### config.mk
export PLATFORM = sky130hd
export DESIGN_NAME = psec5_ctmp_readout
export DESIGN_NICKNAME = d
export VERILOG_FILES = /design/src/rtl/psec5_ctmp_readout.sv
export SDC_FILE = /design/constraint.sdc
export NUM_CORES = 1
export LEC_CHECK = 0
export BUFFER_PORTS_ARGS = -buffer_cell sky130_fd_sc_hd__buf_2
export CAP_MARGIN = 15
export CORE_MARGIN = 5
export CORE_UTILIZATION = 30
export CTS_CLUSTER_DIAMETER = 30
export DETAILED_ROUTE_END_ITERATION = 7
export GPL_ROUTABILITY_DRIVEN = 0
export SLEW_MARGIN = 20
export SYNTH_ARGS = -nofsm -noshare
export SYNTH_HDL_FRONTEND = slang
export SYNTH_SLANG_ARGS = --single-unit
### constraint.sdc
create_clock -name SPI_CLK_i -period 6.9 [get_ports SPI_CLK_i]
set_input_delay 1.725 -clock SPI_CLK_i [delete_from_list [all_inputs] [get_ports SPI_CLK_i]]
set_output_delay 1.725 -clock SPI_CLK_i [all_outputs]
set_load 0.02 [all_outputs]
### src/rtl/psec5_ctmp_readout.sv
// psec5_ctmp_readout: captures a CTMP counter snapshot into a 65-bit frame
// and shifts it out MSB first on MISO in the SPI_CLK domain, gated by CS_B.
// A LOAD that arrives while a frame is pending or shifting is dropped. The
// dropped LOAD is remembered as a sticky overflow flag in the next frame header.
module psec5_ctmp_readout #(
    parameter int         DATA_W  = 56,
    parameter logic [2:0] CHAN_ID = 3'd0
) (
    input  logic              SPI_CLK_i,
    input  logic              RSTB_i,
    input  logic              LOAD_i,
    input  logic [DATA_W-1:0] CTMP_i,
    input  logic              CS_B_i,
    output logic              MISO_o,
    output logic              BUSY_o,
    output logic              DONE_o,
    output logic [7:0]        FRAME_CNT_o
);

    localparam int FRAME_W = DATA_W + 9;

    typedef enum logic [1:0] {
        IDLE  = 2'd0,
        ARMED = 2'd1,
        SHIFT = 2'd2
    } state_t;

    state_t             state_q, state_d;
    logic [FRAME_W-1:0] shadow_q, shadow_d;
    logic [6:0]         bitcnt_q, bitcnt_d;
    logic               miso_q, miso_d;
    logic               busy_q, busy_d;
    logic               done_q, done_d;
    logic               ovf_q, ovf_d;
    logic [7:0]         frameCnt_q, frameCnt_d;
    logic [FRAME_W-1:0] frameWord;

    // Assemble the frame from the live snapshot: sync nibble, channel, overflow, data, even parity
    always_comb begin
        frameWord = {4'b1010, CHAN_ID, ovf_q, CTMP_i, ^CTMP_i};
    end

    // Next-state logic: capture in IDLE, wait for chip select in ARMED, shift one bit per enabled edge
    always_comb begin
        state_d    = state_q;
        shadow_d   = shadow_q;
        bitcnt_d   = bitcnt_q;
        miso_d     = miso_q;
        ovf_d      = ovf_q;
        frameCnt_d = frameCnt_q;
        done_d     = 1'b0;
        case (state_q)
            IDLE: begin
                miso_d = 1'b0;
                if (LOAD_i) begin
                    shadow_d = frameWord;
                    bitcnt_d = 7'(FRAME_W - 1);
                    ovf_d    = 1'b0;
                    state_d  = ARMED;
                end
            end
            ARMED: begin
                miso_d = 1'b0;
                if (LOAD_i) begin
                    ovf_d = 1'b1;
                end
                if (!CS_B_i) begin
                    state_d = SHIFT;
                    miso_d  = shadow_q[FRAME_W-1];
                end
            end
            SHIFT: begin
                if (LOAD_i) begin
                    ovf_d = 1'b1;
                end
                if (!CS_B_i) begin
                    if (bitcnt_q != 7'd0) begin
                        bitcnt_d = bitcnt_q - 7'd1;
                        miso_d   = shadow_q[bitcnt_q-7'd1];
                    end else begin
                        state_d    = IDLE;
                        miso_d     = 1'b0;
                        done_d     = 1'b1;
                        frameCnt_d = frameCnt_q + 8'd1;
                    end
                end
            end
            default: begin
                state_d = IDLE;
                miso_d  = 1'b0;
            end
        endcase
        busy_d = (state_d != IDLE);
    end

    // State and output registers; an asynchronous reset aborts any frame in flight
    always_ff @(posedge SPI_CLK_i or negedge RSTB_i) begin
        if (!RSTB_i) begin
            state_q    <= IDLE;
            shadow_q   <= '0;
            bitcnt_q   <= '0;
            miso_q     <= 1'b0;
            busy_q     <= 1'b0;
            done_q     <= 1'b0;
            ovf_q      <= 1'b0;
            frameCnt_q <= '0;
        end else begin
            state_q    <= state_d;
            shadow_q   <= shadow_d;
            bitcnt_q   <= bitcnt_d;
            miso_q     <= miso_d;
            busy_q     <= busy_d;
            done_q     <= done_d;
            ovf_q      <= ovf_d;
            frameCnt_q <= frameCnt_d;
        end
    end

    assign MISO_o      = miso_q;
    assign BUSY_o      = busy_q;
    assign DONE_o      = done_q;
    assign FRAME_CNT_o = frameCnt_q;

endmodule
==> results.json <==
{
  "mostFrequentLayoutCell": "dfrtp_1",
  "holdBufCountCts": 0,
  "worstMarginPinSlew_ps": 859,
  "antenna_found_initial": 0,
  "rsz0062_at_grt": "false",
  "setup-violations-final": 0,
  "ctsResizeCount": 0,
  "synth_ff_type": "dfrtp_1",
  "viasPerCell": 4.79,
  "synth.top_cells.by_area": "dfrtp_1 46%, mux2_2 15%, xnor2_1 11%",
  "synth.ff_latch_count": 80,
  "maxSlewViolCount": 0,
  "worstHoldPathType": "reg -> reg",
  "r2r_end": "MISO_o",
  "cts_tree": "built",
  "cts_sinks": 80,
  "synth_area_per_cell_um2": 13.0,
  "final_area_um2": 5170,
  "diodes": 0,
  "critPathKind": "in -> reg",
  "grt_max_degree": 81,
  "grt_pass1_vias": 3001,
  "vdd_ir_drop_max_v": 0.000156,
  "syn_inst": 331,
  "layout_common_cells": "80 x dfrtp_1, 69 x buf_2, 58 x mux2_2",
  "rows": 43,
  "status": "finished, final reports clean",
  "clock_skew_ps": 8.53,
  "max_freq_ghz": 0.303,
  "final_core_util_pct": 36.9,
  "clk_path_buf_depth": 2,
  "grt_first_pass_wirelength_um": 15700,
  "leakage_nw": 2.21,
  "holdPathStages": 1,
  "endpoint_kind": "flop",
  "startpoint": "CTMP_i[0]",
  "finalCritPeriodShare_pct": 47.8,
  "p_int_mw": 1.67,
  "cts_max_level": 3,
  "r2r_start": "bitcnt_q[0]",
  "async_flop_share_pct": 100,
  "cts_setup_buffers": 0,
  "dpl_cell_area_um2": 4830,
  "final_hold_viol_count": 0,
  "clkTransAtPathRegs_ps": 60,
  "portBuffers": 70,
  "crit_fanout": 2,
  "p_sw_share_pct": 34.6,
  "hpwlAfterDp_um": 6980,
  "crit_arrival_ps": 3480,
  "synth.distinct_cells": 46,
  "comb_power_share_pct": 48.4,
  "worstPathRequired_ps": 7080,
  "drt-initial-drc-count": 64,
  "drt-pass1-iter-count": 4,
  "reg2reg_slack_ps": 3680,
  "pin_count": 71,
  "cts-buffers-inserted": 9,
  "synth-seq-area-share_pct": 46.4,
  "r2r.worst_path.cells": 8,
  "syn_nets": 397,
  "clkLatencyLatePin_ps": 330,
  "initial_core_util_pct": 30.8,
  "wirelength_um": 9400,
  "netlist_area_um2": 4310,
  "fp.dieArea_um2": 16900,
  "pwr-share-clk_pct": 19.9,
  "num_vias": 2797,
  "root_buffer": "clkbuf_16",
  "powerDensity_nw_per_um2": 495,
  "drcViolationCount": 0,
  "endpoint": "shadow_q[0]",
  "die_x_um": 130,
  "track_usage_pct": 12.0,
  "yosys.area.top_type": "dfrtp_1",
  "synth_warnings": 0,
  "synthToLayoutAreaGrowth_pct": 19.8,
  "cap_violations": 0,
  "grt-ovfl-total": 0,
  "tns_ps": 0,
  "dpl.cell_count": 568,
  "drive_gt1_share_pct": 41.8,
  "ant_nets": 0,
  "relSlewSlack_pct": 42.8,
  "synth-edff-count": 0,
  "fin_crit_ps": 3300,
  "cp-start-kind": "input port",
  "seqPwrFrac_pct": 31.7,
  "die_h_um": 130,
  "synth_top_area_share_pct": 46.4,
  "wire_per_inst_um": 16.1,
  "nets": 465,
  "coreArea_um2": 14000,
  "switchingPower_mw": 0.884,
  "layout.cells.non_filler": 584
}
-- cell usage after synthesis, types with 4 or more instances --
cell / count
dfrtp_1: 80
mux2_2: 58
xnor2_1: 53
mux4_2: 16
nand2_1: 14
o21ai_0: 14
xor2_1: 9
clkbuf_1: 7
ha_1: 6
nor2_1: 6
inv_1: 5
nand2b_1: 5
nand4_1: 5
a211oi_1: 4
a21oi_1: 4
buf_2: 4
mux2i_1: 4
nor2b_1: 4
-- area by class of cell --
class / count / area (µm²)
fillers: 1375 / 8820
multi-input cells: 231 / 2230
flip-flops and latches: 80 / 2000
repair buffers: 72 / 372
clock buffers: 10 / 229
well taps: 180 / 225
clock inverters: 6 / 91.3
inverters: 5 / 18.8
-- through the flow --
step                total power, mW  hold WS [ps]  worst slack (ps)
detailed placement             2.08           470              3200
floorplan                      1.78           445              3800
global placement               2.05           461              3250
global route                   2.75           495              3480
CTS                            2.60           478              3490
finish                         2.56           469              3600
-- registers in the layout, summed over array words and instances (netlist names) --
signal       count
BUSY_o           1
DONE_o           1
FRAME_CNT_o      8
MISO_o           1
bitcnt_q         7
ovf_q            1
shadow_q        59
state_q          2
-- worst min path at each step --
stage | from | to | slack, ps
6_report | FRAME_CNT_o[7] | FRAME_CNT_o[7] | 470
3_5_place_dp | FRAME_CNT_o[7] | FRAME_CNT_o[7] | 470
2_1_floorplan | shadow_q[0] | shadow_q[0] | 440
5_1_grt | FRAME_CNT_o[7] | FRAME_CNT_o[7] | 490
3_3_place_gp | FRAME_CNT_o[7] | FRAME_CNT_o[7] | 460
4_1_cts | FRAME_CNT_o[7] | FRAME_CNT_o[7] | 480
-- metal layers --
| metal | share of wire (%) | track usage (%) | vias up | routed length, µm |
|---|---|---|---|---|
| met2 | 50 | 19.7 | 58 | 4690 |
| met4 | 0.52 | 3.06 | 0 | 49 |
| li1 | - | - | 1334 | - |
| met3 | 4.9 | 3.85 | 5 | 457 |
| met5 | 0 | 0 | - | 0 |
| met1 | 45 | 15.4 | 1400 | 4200 |
-- power by group through the flow --
stage / sequential [mW] / combinational [mW] / clock (mW)
floorplan: 0.763 / 1.01 / 0
global placement: 0.814 / 1.23 / 0
detailed placement: 0.821 / 1.25 / 0
CTS: 0.813 / 1.26 / 0.530
global route: 0.840 / 1.36 / 0.547
finish: 0.811 / 1.24 / 0.509
-- critical path, cell delays in order --
cell,delay (ps)
buf_2,110
xnor2_1,380
xnor2_1,150
xnor2_1,310
xnor3_1,370
xnor3_1,370
o21ai_0,70
-- cells by family after synthesis --
| logic type | Yosys count | share of synthesized area, % |
|---|---|---|
| and+or+nand+nor | 50 | 6.94 |
| xor gates and xnor gates | 64 | 13.6 |
| buffers and inverters | 20 | 2.12 |
| AOI/OAI and AO/OA | 33 | 4.70 |
| DFF | 80 | 46.4 |
| adders and majority gates | 6 | 1.74 |
| muxes | 78 | 24.4 |
Power figures use the tool's default switching activity.
